$ cat src/rtl/vga_board_adapter.sv
// Board glue for a VGA pattern core: power-on reset, two-stage registered colour/sync
// path, per-sync pin polarity. Define VGA_ADAPTER_DITHER_EN for 4x4 Bayer dithering.
module vga_board_adapter #(
   parameter int IN_BITS      = 6,
   parameter int OUT_BITS     = 2,
   parameter int POR_CYCLES   = 3,
   parameter int IN_SYNC_LOW  = 1,
   parameter int HSYNC_INV    = 0,
   parameter int VSYNC_INV    = 0,
   parameter int PIX_DIV_LOG2 = 0
) (
   input  logic                clk48,
   input  logic                rst_n,
   output logic                core_rst_n,
   input  logic [IN_BITS-1:0]  in_r,
   input  logic [IN_BITS-1:0]  in_g,
   input  logic [IN_BITS-1:0]  in_b,
   input  logic                in_hsync,
   input  logic                in_vsync,
   output logic [OUT_BITS-1:0] pin_r,
   output logic [OUT_BITS-1:0] pin_g,
   output logic [OUT_BITS-1:0] pin_b,
   output logic                pin_hsync,
   output logic                pin_vsync
);

   localparam int         D         = IN_BITS - OUT_BITS;
   localparam logic       SYNC_IDLE = (IN_SYNC_LOW != 0);
   localparam logic       HS_RST    = SYNC_IDLE ^ (HSYNC_INV != 0);
   localparam logic       VS_RST    = SYNC_IDLE ^ (VSYNC_INV != 0);
   localparam logic [7:0] POR_INIT  = 8'(POR_CYCLES);

   logic [7:0]          r_por_cnt    = POR_INIT;
   logic                r_core_rst_n = 1'b0;
   logic [IN_BITS-1:0]  r_s1_r       = '0;
   logic [IN_BITS-1:0]  r_s1_g       = '0;
   logic [IN_BITS-1:0]  r_s1_b       = '0;
   logic                r_s1_hs      = SYNC_IDLE;
   logic                r_s1_vs      = SYNC_IDLE;
   logic [OUT_BITS-1:0] r_pin_r      = '0;
   logic [OUT_BITS-1:0] r_pin_g      = '0;
   logic [OUT_BITS-1:0] r_pin_b      = '0;
   logic                r_pin_hs     = HS_RST;
   logic                r_pin_vs     = VS_RST;
   logic [OUT_BITS-1:0] w_q_r, w_q_g, w_q_b;

   // core_rst_n rises on edge POR_CYCLES+1 after release.
   always_ff @(posedge clk48 or negedge rst_n) begin
      if (!rst_n) begin
         r_por_cnt    <= POR_INIT;
         r_core_rst_n <= 1'b0;
      end else begin
         // NOTE: non-blocking so every flop samples pre-edge values; r_core_rst_n sees the old count.
         if (r_por_cnt != 8'd0) r_por_cnt <= r_por_cnt - 8'd1;
         r_core_rst_n <= (r_por_cnt == 8'd0);
      end
   end

   always_ff @(posedge clk48 or negedge rst_n) begin
      if (!rst_n) begin
         r_s1_r  <= '0;
         r_s1_g  <= '0;
         r_s1_b  <= '0;
         r_s1_hs <= SYNC_IDLE;
         r_s1_vs <= SYNC_IDLE;
      end else begin
         r_s1_r  <= in_r;
         r_s1_g  <= in_g;
         r_s1_b  <= in_b;
         r_s1_hs <= in_hsync;
         r_s1_vs <= in_vsync;
      end
   end

`ifdef VGA_ADAPTER_DITHER_EN
   localparam int                  SUB_W    = (PIX_DIV_LOG2 > 0) ? PIX_DIV_LOG2 : 1;
   localparam logic [SUB_W-1:0]    SUB_LAST = SUB_W'((1 << PIX_DIV_LOG2) - 1);
   localparam int                  SHL      = (D >= 4) ? D - 4 : 0;
   localparam int                  SHR      = (D >= 4) ? 0 : 4 - D;
   localparam logic [IN_BITS-1:0]  RES_MASK = IN_BITS'((1 << D) - 1);
   localparam logic [3:0]          BAYER [16] = '{
      4'd0,  4'd8,  4'd2,  4'd10,
      4'd12, 4'd4,  4'd14, 4'd6,
      4'd3,  4'd11, 4'd1,  4'd9,
      4'd15, 4'd7,  4'd13, 4'd5
   };

   logic [SUB_W-1:0] r_sub_cnt = '0;
   logic [1:0]       r_x       = '0;
   logic [1:0]       r_y       = '0;
   logic [1:0]       r_s1_x    = '0;
   logic [1:0]       r_s1_y    = '0;
   logic             w_hs_edge, w_vs_edge, w_sub_wrap;
   logic [3:0]       w_t;

   assign w_hs_edge  = (in_hsync != SYNC_IDLE) && (r_s1_hs == SYNC_IDLE);
   assign w_vs_edge  = (in_vsync != SYNC_IDLE) && (r_s1_vs == SYNC_IDLE);
   assign w_sub_wrap = (PIX_DIV_LOG2 == 0) || (r_sub_cnt == SUB_LAST);

   // The pixel sampled on a sync edge keeps the old position; the next one starts at x=0.
   always_ff @(posedge clk48 or negedge rst_n) begin
      if (!rst_n) begin
         r_sub_cnt <= '0;
         r_x       <= '0;
         r_y       <= '0;
         r_s1_x    <= '0;
         r_s1_y    <= '0;
      end else begin
         if (w_hs_edge) begin
            r_sub_cnt <= '0;
            r_x       <= '0;
         end else begin
            r_sub_cnt <= w_sub_wrap ? '0 : r_sub_cnt + 1'b1;
            if (w_sub_wrap) r_x <= r_x + 2'd1;
         end
         if (w_vs_edge)      r_y <= '0;
         else if (w_hs_edge) r_y <= r_y + 2'd1;
         r_s1_x <= r_x;
         r_s1_y <= r_y;
      end
   end

   assign w_t = BAYER[{r_s1_y, r_s1_x}];

   function automatic logic [OUT_BITS-1:0] f_quant(input logic [IN_BITS-1:0] v,
                                                   input logic [3:0] t);
      logic [OUT_BITS-1:0] hi;
      logic [IN_BITS-1:0]  res;
      logic [IN_BITS+3:0]  thr;
      hi  = OUT_BITS'(v >> D);
      res = v & RES_MASK;
      thr = ({{IN_BITS{1'b0}}, t} << SHL) >> SHR;
      if (({4'b0000, res} > thr) && (hi != '1)) return hi + OUT_BITS'(1);
      return hi;
   endfunction

   assign w_q_r = f_quant(r_s1_r, w_t);
   assign w_q_g = f_quant(r_s1_g, w_t);
   assign w_q_b = f_quant(r_s1_b, w_t);
`else
   function automatic logic [OUT_BITS-1:0] f_quant(input logic [IN_BITS-1:0] v);
      return OUT_BITS'(v >> D);
   endfunction

   assign w_q_r = f_quant(r_s1_r);
   assign w_q_g = f_quant(r_s1_g);
   assign w_q_b = f_quant(r_s1_b);
`endif

   // Pins hold reset values until the core itself is out of reset.
   always_ff @(posedge clk48 or negedge rst_n) begin
      if (!rst_n) begin
         r_pin_r  <= '0;
         r_pin_g  <= '0;
         r_pin_b  <= '0;
         r_pin_hs <= HS_RST;
         r_pin_vs <= VS_RST;
      end else if (!r_core_rst_n) begin
         r_pin_r  <= '0;
         r_pin_g  <= '0;
         r_pin_b  <= '0;
         r_pin_hs <= HS_RST;
         r_pin_vs <= VS_RST;
      end else begin
         r_pin_r  <= w_q_r;
         r_pin_g  <= w_q_g;
         r_pin_b  <= w_q_b;
         r_pin_hs <= r_s1_hs ^ (HSYNC_INV != 0);
         r_pin_vs <= r_s1_vs ^ (VSYNC_INV != 0);
      end
   end

   assign core_rst_n = r_core_rst_n;
   assign pin_r      = r_pin_r;
   assign pin_g      = r_pin_g;
   assign pin_b      = r_pin_b;
   assign pin_hsync  = r_pin_hs;
   assign pin_vsync  = r_pin_vs;

endmodule

$ cat config.mk
export PLATFORM = sky130hd
export DESIGN_NAME = vga_board_adapter
export DESIGN_NICKNAME = d
export VERILOG_FILES = /design/src/rtl/vga_board_adapter.sv
export SDC_FILE = /design/constraint.sdc
export NUM_CORES = 1
export LEC_CHECK = 0
export CORE_MARGIN = 2
export CORE_UTILIZATION = 45
export DETAILED_ROUTE_END_ITERATION = 12
export HOLD_SLACK_MARGIN = 0.12
export PLACE_DENSITY = 0.84
export SLEW_MARGIN = 20
export SYNTH_ARGS = -nofsm -noshare
export SYNTH_HDL_FRONTEND = slang
export SYNTH_SLANG_ARGS = --single-unit
$ cat constraint.sdc
create_clock -name clk48 -period 4.29 [get_ports clk48]
set_input_delay 0.858 -clock clk48 [delete_from_list [all_inputs] [get_ports clk48]]
set_output_delay 0.858 -clock clk48 [all_outputs]
set_load 0.03 [all_outputs]
### Word-level counts from Yosys, hierarchy flattened

Cells that the tools add are included.

| word-level totals | value |
|---|---|
| register bits after elaboration | 37 |
| output and inout bits | 9 |
| word-level logic and storage cells | 20 |

| cells by class | value |
|---|---|
| add/sub/neg operators | 1 |
| mux-type cells | 5 |
| reduce and logical (&&, ||, !) cells | 2 |

Operators with widths:

| cell | count |
|---|---|
| zero test 8 bit | 1 |
| nonzero test 8 bit | 1 |
| subtractor 8 x 1 -> 8 bit (second input constant) | 1 |
| 2-to-1 mux 2 bit | 3 |
| 2-to-1 mux 1 bit | 2 |

### Logic depth before layout (Yosys ltp)

Gate-level depths: netlist of the first run.

| depth | value |
|---|---|
| depth after elaboration | 1 |
| mapped depth | 6 |

### Worst setup path after synthesis of the first run

Ideal clock, no wire load.

| timing | value |
|---|---|
| path kind | register to register |
| start point | reg r_por_cnt[2] |
| end point | reg r_por_cnt[7] |
| setup time | 0.127 ns |
| arrival | 1.641 ns |
| setup slack | 2.522 ns |
| stages on the path, launching flop included | 4 |
| path buffers | 0 |
| cells stage by stage | dfrtp_1 > or4_4 > or4_1 > mux2_1 |

| between the ends | value |
|---|---|
| cells in the longest elaborated chain, start to end | 1 |
| elaborated cells on any way between the ends | 2 |

RTL lines:

| what | RTL line | RTL |
|---|---|---|
| from (decl) | 33 | `logic [7:0] r_por_cnt = POR_INIT;` |
| from (signal assigned) | 54 | `if (r_por_cnt != 8'd0) r_por_cnt <= r_por_cnt - 8'd1;` |
| subtractor 8 x 1 -> 8 bit or nonzero test 8 bit (tied branches) | 54 |  |

Several ways; a longest one is shown, not always the timed one.
A chain may end at the register's enable or synchronous reset.

### Final worst setup path of the first run

| timing | value |
|---|---|
| start point | reg r_pin_vs, in the netlist pin_vsync |
| end point | out pin_vsync |

RTL lines:

| what | RTL line | RTL |
|---|---|---|
| from (decl) | 44 | `logic r_pin_vs = VS_RST;` |
| from (signal assigned) | 169 | `r_pin_vs <= r_s1_vs ^ (VSYNC_INV != 0);` |
| to (decl) | 24 | `output logic pin_vsync` |

No word-level cell between the ends.

==> run_results.csv, run 1 <==
group,metric,value,unit
outcome,outcome,"completed",
synth,synthesis.nets,82,
layout,final_cells,105,
floorplan,chipWidth,47.7,um
route,avgViaCountPerCell,4.74,
synth,synth-xor-area-share,0.0203,
timing,finalCriticalPeriod,2350,ps
route,route.detailed.wl_per_inst,12.3,um
floorplan,initial_utilization,0.488,
timing,holdWs,472,ps
clock_tree,post_cts_setup_buffer_count,0,
hold_path,min_path_type,"register to register",
synth,synth_adder_area_share,0.0145,
clock_tree,cts-htree-levels,1,
floorplan,fp.coreArea,0.00176,sq mm
clock_tree,numClockSinks,25,
placement,routability_driven_placement_congestion_ratio,0.758,
critical_path,timing.critical_path.fanout_max,1,
timing,final_hold_violation_count,0,
synth,synth.top_cells.by_count,"19 x sky130_fd_sc_hd__dfrtp_1, 6 x sky130_fd_sc_hd__and2_1, 6 x sky130_fd_sc_hd__dfstp_2",
layout,layout-area-overhead-vs-synth,26.6,%
synth,synthMostInstantiatedCell,"sky130_fd_sc_hd__dfrtp_1",
route,detailroute.via_count,498,
route,routed_wirelength,1300,um
critical_path,cp_data_required_time,3430,ps
critical_path,worst_path_largest_cell_delay,660,ps
layout,net_total_in_the_final_layout,104,
route,remaining_drc_errors,0,
power_and_ir_drop,worst_ir_drop_vdd,0.000140,V
timing,setup-violations-final,0,
job,maxCapViolations,0,
global_routing,initial_antenna_violation_count,0,
critical_path,worst_ep_arrival_time,1490,ps
placement,detailedPlacementHpwl,938,um
clock_tree,tritoncts_clock_tree,"yes",
global_routing,grt_pass1_wl,2010,um
power_and_ir_drop,p_per_area,344,mW/mm^2
synth,syn_inst_count,59,
synth,main_combinational_cell_family_by_area_after_synthesis,"simple AND/OR/NAND/NOR gates",
synth,postSynth.asyncResetShare,1.00,
synth,synth_sequential_area_ratio,0.735,
critical_path,cp_top_family,"buffers and inverters",
route,drtAntennaViolNets,0,
clock_tree,clk_latency,300,ps
synth,synth_enable_flop_cells,0,
synth,synth.top_cell.area_share,0.552,
clock_tree,ctsHoldBuffers,0,
synth,synth-compound-area-share,0.0494,
floorplan,design.die.area,0.00228,sq mm
clock_tree,numCtsBuffers,3,
placement,numPortBuffers,18,
timing,maxSlewViolCount,0,
critical_path,critical_path.slowest_cell,"sky130_fd_sc_hd__clkdlybuf4s50_1",
floorplan,pin_count,31,
synth,yosys_warnings,0,
floorplan,die_height,47.7,um
placement,placement.cell_area,0.00107,sq mm
synth,netlist_top_cells_area,"sky130_fd_sc_hd__dfrtp_1 55%, sky130_fd_sc_hd__dfstp_2 18%, sky130_fd_sc_hd__and2_1 4.4%",
layout,antenna_cells_inserted,0,
clock_tree,cts_root_buffer,"sky130_fd_sc_hd__clkbuf_4",
synth,yosys_register_bits,25,
timing,timing.final.crit_share,0.548,
layout,post_route_cells_drive_above_1_share,0.175,
global_routing,global_route.overflow_total,0,
critical_path,critical_path_buf_inv_count,1,
floorplan,placement_rows,15,
global_routing,maximum_number_of_pins_on_one_net_before_global_route_repair,26,
timing,maxClockFrequency,0.426,GHz
synth,syn-cell-area,861,sq um
critical_path,end_kind,"primary output",
critical_path,setup.worst_path.start_class,"register",
timing,timing.clock.skew,6.77,ps
layout,stdcell_area,0.00109,sq mm
global_routing,grt_pass1_vias,465,
power_and_ir_drop,power.static_leakage,0.510,nW
timing,grt_setup_unrepaired,"false",
synth,synth.avg_cell_area,14.6,sq um
placement,dp_cells,101,
synth,synth_flop_cell,"sky130_fd_sc_hd__dfrtp_1",
route,drt_first_iter_violations,3,
global_routing,grtUsageTotal,0.137,
critical_path,path_cells,"clkdlybuf4s50_1",
critical_path,timing.setup.critical_path_class,"register to primary output",
timing,worst_slew_pin_slew,521,ps
clock_tree,clk_pin_slew,130,ps
timing,final.setup.tns,0,ps
route,detail_route.first_pass.iterations,4,
synth,synth-simple-area-share,0.142,
timing,worst_slew_margin_rel,0.653,
synth,synthDistinctLibCells,23,
synth,synth_top_area_cell,"sky130_fd_sc_hd__dfrtp_1",
synth,portion_of_netlist_area_occupied_by_mux_cells,0.0247,
clock_tree,cts-root-to-sink-buffers,2,
clock_tree,postCtsResizedCells,0,
==> metal layers <==
| metal | global-route usage | up-vias | part of all wire |
|---|---|---|---|
| li1 | - | 241 | - |
| met2 | 0.224 | 14 | 0.50 |
| met1 | 0.169 | 243 | 0.45 |
| met3 | 0.0340 | 0 | 0.053 |
| met5 | 0 | - | 0 |
| met4 | 0.0649 | 0 | 0 |
==> where the power goes <==
part	switching, mW	internal (mW)	total, mW
clock network	0.0623	0.0362	0.0985
logic	0.0154	0.0149	0.0303
registers	0.00172	0.245	0.246
==> path summary, 6_finish.rpt <==
check,slack (ps),to,depth (start not counted),from
setup / recovery,1940,pin_vsync,1,pin_vsync$_DFF_PN1_
hold / removal,470,pin_r[0]$_DFF_PN0_,1,r_s1_r[4]$_DFF_PN0_
setup reg to reg,2460,r_por_cnt[7]$_DFFE_PN0N_,3,r_por_cnt[2]$_DFFE_PN0N_
hold reg to reg,470,pin_r[0]$_DFF_PN0_,1,r_s1_r[4]$_DFF_PN0_
max in group asynchronous,3410,pin_hsync$_DFF_PN1_,1,rst_n
min in group asynchronous,510,pin_b[1]$_DFF_PN0_,1,rst_n
==> registers in the layout, indices dropped and copies added, names as in the netlist, 2 cells and up <==
| register | cells |
|---|---|
| r_por_cnt | 8 |
| pin_b | 2 |
| pin_g | 2 |
| pin_r | 2 |
| r_s1_b | 2 |
| r_s1_g | 2 |
| r_s1_r | 2 |
==> cell type report <==
type / instances / area (sq um)
inverter: 2 / 7.51
sequential: 25 / 633
tap: 25 / 31.3
fill: 151 / 674
multi-input combinational: 31 / 216
timing repair buffer: 18 / 175
clock buffer: 4 / 26.3
==> cell usage in the layout, fill, tap and decap left out, types with 2 or more instances in the layout <==
| cell | synthesis | routed |
|---|---|---|
| sky130_fd_sc_hd__a21oi_1 | 2 | 2 |
| sky130_fd_sc_hd__and2_1 | 6 | 6 |
| sky130_fd_sc_hd__clkbuf_4 | 0 | 3 |
| sky130_fd_sc_hd__clkdlybuf4s50_1 | 0 | 17 |
| sky130_fd_sc_hd__dfrtp_1 | 19 | 19 |
| sky130_fd_sc_hd__dfstp_2 | 6 | 6 |
| sky130_fd_sc_hd__inv_1 | 2 | 2 |
| sky130_fd_sc_hd__nand2b_1 | 2 | 2 |
| sky130_fd_sc_hd__nor2_1 | 2 | 2 |
| sky130_fd_sc_hd__o21ai_0 | 2 | 2 |
| sky130_fd_sc_hd__o31ai_1 | 2 | 2 |
| sky130_fd_sc_hd__or4_1 | 2 | 2 |
| sky130_fd_sc_hd__xnor2_1 | 2 | 2 |
==> through the flow <==
step / setup WS (ps) / utilization / total power, mW
floorplan: 2520 / - / 0.261
global placement: 2160 / 0.606 / 0.281
detailed placement: 2150 / 0.606 / 0.282
CTS: 1920 / 0.621 / 0.380
global route: 1870 / 0.618 / 0.393
finish: 1940 / 0.618 / 0.375
==> kinds of logic after synthesis <==
| logic type | after synthesis |
|---|---|
| flops | 25 |
| simple gates | 19 |
| compound gates | 7 |
| buf+inv | 3 |
| xor+xnor | 2 |
| mux | 2 |
| fa+ha+maj | 1 |
No activity file was read; power rests on OpenSTA's default activity.
==> inputs of run 2 (changes only) <==
--- a/config.mk
+++ b/config.mk
@@ -6,10 +6,10 @@
 export NUM_CORES = 1
 export LEC_CHECK = 0
 export CORE_MARGIN = 2
-export CORE_UTILIZATION = 45
+export CORE_UTILIZATION = 42
 export DETAILED_ROUTE_END_ITERATION = 12
 export HOLD_SLACK_MARGIN = 0.12
-export PLACE_DENSITY = 0.84
+export PLACE_DENSITY = 0.8
 export SLEW_MARGIN = 20
 export SYNTH_ARGS = -nofsm -noshare
 export SYNTH_HDL_FRONTEND = slang
==> constraint.sdc (replaced) <==
create_clock -name clk48 -period 2.4 [get_ports clk48]
set_input_delay 0.48 -clock clk48 [delete_from_list [all_inputs] [get_ports clk48]]
set_output_delay 0.48 -clock clk48 [all_outputs]
set_load 0.03 [all_outputs]
==> run 2 against run 1 <==
  * Die area up 6.5%
  * Clock skew shrank 2.3 ps
  * Sequential power rose by 79%
  * Register-to-register slack lost 1900 ps
  * Largest power group unchanged
  * Critical path depth stayed put
  * Hold slack worse by 3.9 ps
  * Final cell count is 2.9% higher
  * Critical endpoint is now pin_hsync
  * Global-route usage is 2.2 points lower
  * Sequential share of layout area fell by 0.79 points
  * Clock power up 77%
  * Routed wire length shrank 7.9%
  * Worst setup slack got worse by 1500 ps
==> run_results.csv, run 2 (same netlist as run 1, synthesis figures left out) <==
group,metric,value,unit
hold_path,min_path_type,"register to register",
global_routing,grtUsageTotal,0.114,
power_and_ir_drop,power.sequential.fraction,0.658,
clock_tree,clk_latency,300,ps
layout,net_total_in_the_final_layout,105,
timing,grt_setup_unrepaired,"false",
job,maxCapViolations,0,
floorplan,fp.coreArea,0.00194,sq mm
clock_tree,cts_root_buffer,"sky130_fd_sc_hd__clkbuf_4",
route,route.detailed.wl_per_inst,11.0,um
route,avgViaCountPerCell,4.60,
critical_path,worst_ep_arrival_time,1480,ps
clock_tree,post_cts_setup_buffer_count,0,
timing,timing.clock.skew,4.43,ps
timing,final.setup.worst_slack,438,ps
timing,setup-violations-final,0,
layout,post_route_cells_drive_above_1_share,0.173,
layout,final.fill_count,162,
critical_path,timing.setup.critical_path_class,"register to primary output",
clock_tree,clk_pin_slew,120,ps
timing,final.setup.tns,0,ps
outcome,outcome,"completed",
power_and_ir_drop,worst_ir_drop_vdd,0.000403,V
critical_path,setup.worst_path.start_class,"register",
floorplan,chipWidth,49.3,um
timing,maxSlewViolCount,0,
power_and_ir_drop,p_clk_frac,0.259,
placement,numPortBuffers,18,
global_routing,maximum_number_of_pins_on_one_net_before_global_route_repair,26,
critical_path,end_kind,"primary output",
critical_path,critical_path_buf_inv_count,1,
clock_tree,tritoncts_clock_tree,"yes",
floorplan,die_height,49.3,um
layout,most-common-layout-cells,"19 x sky130_fd_sc_hd__dfrtp_1, 18 x sky130_fd_sc_hd__clkdlybuf4s50_1, 6 x sky130_fd_sc_hd__and2_1, 6 x sky130_fd_sc_hd__dfstp_2, 3 x sky130_fd_sc_hd__clkbuf_4",
placement,place_ws,557,ps
clock_tree,numCtsBuffers,3,
route,drtAntennaViolNets,0,
layout,area_taken_by_multi_input_logic_gates,216,sq um
timing,finalCriticalPeriod,1960,ps
power_and_ir_drop,p_per_area,606,mW/mm^2
route,drt_first_iter_violations,10,
floorplan,design.die.area,0.00243,sq mm
timing,worst_slew_margin_rel,0.795,
floorplan,placement_rows,16,
layout,sequential_cell_area,633,sq um
layout,layout_commonest_cell,"sky130_fd_sc_hd__dfrtp_1",
critical_path,cp_top_family,"buffers and inverters",
layout,layout-area-overhead-vs-synth,28.3,%
floorplan,pin_count,31,
critical_path,worst_path_largest_cell_delay,660,ps
power_and_ir_drop,power_switching_share,0.208,
critical_path,critical_path.slowest_cell,"sky130_fd_sc_hd__clkdlybuf4s50_1",
route,routed_wirelength,1190,um
floorplan,initial_utilization,0.443,
global_routing,global_route.overflow_total,0,
clock_tree,cts-htree-levels,1,
critical_path,timing.critical_path.fanout_max,1,
power_and_ir_drop,power.share.combinational,0.083,
layout,antenna_cells_inserted,0,
layout,registers.top_by_ff_count,"r_por_cnt",
route,remaining_drc_errors,0,
power_and_ir_drop,netSwitchingPower,0.139,mW
route,detail_route.first_pass.iterations,2,
clock_tree,ctsHoldBuffers,0,
timing,maxClockFrequency,0.510,GHz
power_and_ir_drop,power.static_leakage,0.515,nW
clock_tree,cts-root-to-sink-buffers,2,
route,detailroute.via_count,497,
global_routing,grt_pass1_vias,462,
clock_tree,numClockSinks,25,
critical_path,cp_data_required_time,1920,ps
timing,timing.final.crit_share,0.818,
clock_tree,postCtsResizedCells,0,
placement,routability_driven_placement_congestion_ratio,0.712,
global_routing,grt_pass1_wl,2000,um
critical_path,path_cells,"clkdlybuf4s50_1",
global_routing,initial_antenna_violation_count,0,
power_and_ir_drop,internal_power,0.530,mW
timing,final_hold_violation_count,0,
placement,detailedPlacementHpwl,907,um
timing,worst_slew_pin_slew,307,ps
layout,largest_register_ffs,8,
-- run 2: cell types whose count changed in the layout (fill, tap and decap cells not counted), sizes merged --
cell and change:
clkdlybuf4s50 +1
-- run 2: final cells by class --
| type | instances | share of cell area |
|---|---|---|
| Timing Repair Buffer | 19 | 0.170 |
| Multi-Input combinational cell | 31 | 0.196 |
| Tap cell | 27 | 0.0306 |
| Inverter | 2 | 0.00680 |
| Sequential cell | 25 | 0.573 |
| Clock buffer | 4 | 0.0238 |
-- run 2: path summary, 6_finish.rpt --
check	startpoint	endpoint	slack, ps	depth (start not counted)
setup / recovery	pin_hsync$_DFF_PN1_	pin_hsync	440	1
hold / removal	r_s1_r[4]$_DFF_PN0_	pin_r[0]$_DFF_PN0_	470	1
setup reg to reg	r_por_cnt[2]$_DFFE_PN0N_	r_por_cnt[7]$_DFFE_PN0N_	560	3
hold reg to reg	r_s1_r[4]$_DFF_PN0_	pin_r[0]$_DFF_PN0_	470	1
max in group asynchronous	rst_n	pin_vsync$_DFF_PN1_	1610	2
min in group asynchronous	rst_n	r_s1_b[5]$_DFF_PN0_	510	2
-- run 2: routing by layer --
layer,GRT usage,up-vias,share of wire
met5,0,-,0
met4,0.100,0,0.031
met3,0.0368,4,0.039
met2,0.171,14,0.51
met1,0.130,237,0.41
li1,-,242,-
-- run 2: power groups by stage --
| stage | Combinational [mW] | Clock (mW) | Sequential (mW) |
|---|---|---|---|
| final | 0.0557 | 0.174 | 0.440 |
| after global placement | 0.0562 | 0 | 0.448 |
| after floorplan | 0.00451 | 0 | 0.463 |
| after detailed placement | 0.0569 | 0 | 0.449 |
| after global routing | 0.0598 | 0.201 | 0.442 |
| after CTS | 0.0570 | 0.177 | 0.441 |
-- run 2: through the flow --
step / cells / power (mW) / hold WS, ps / util / instance area [sq um]
after detailed placement: 104 / 0.506 / 445 / 0.555 / 1080
after CTS: 108 / 0.675 / 472 / 0.569 / 1100
after global routing: 108 / 0.703 / 489 / 0.569 / 1100
after global placement: 104 / 0.504 / 438 / 0.555 / 1080
final: 108 / 0.670 / 468 / 0.569 / 1100
after floorplan: 59 / 0.467 / 184 / - / 861
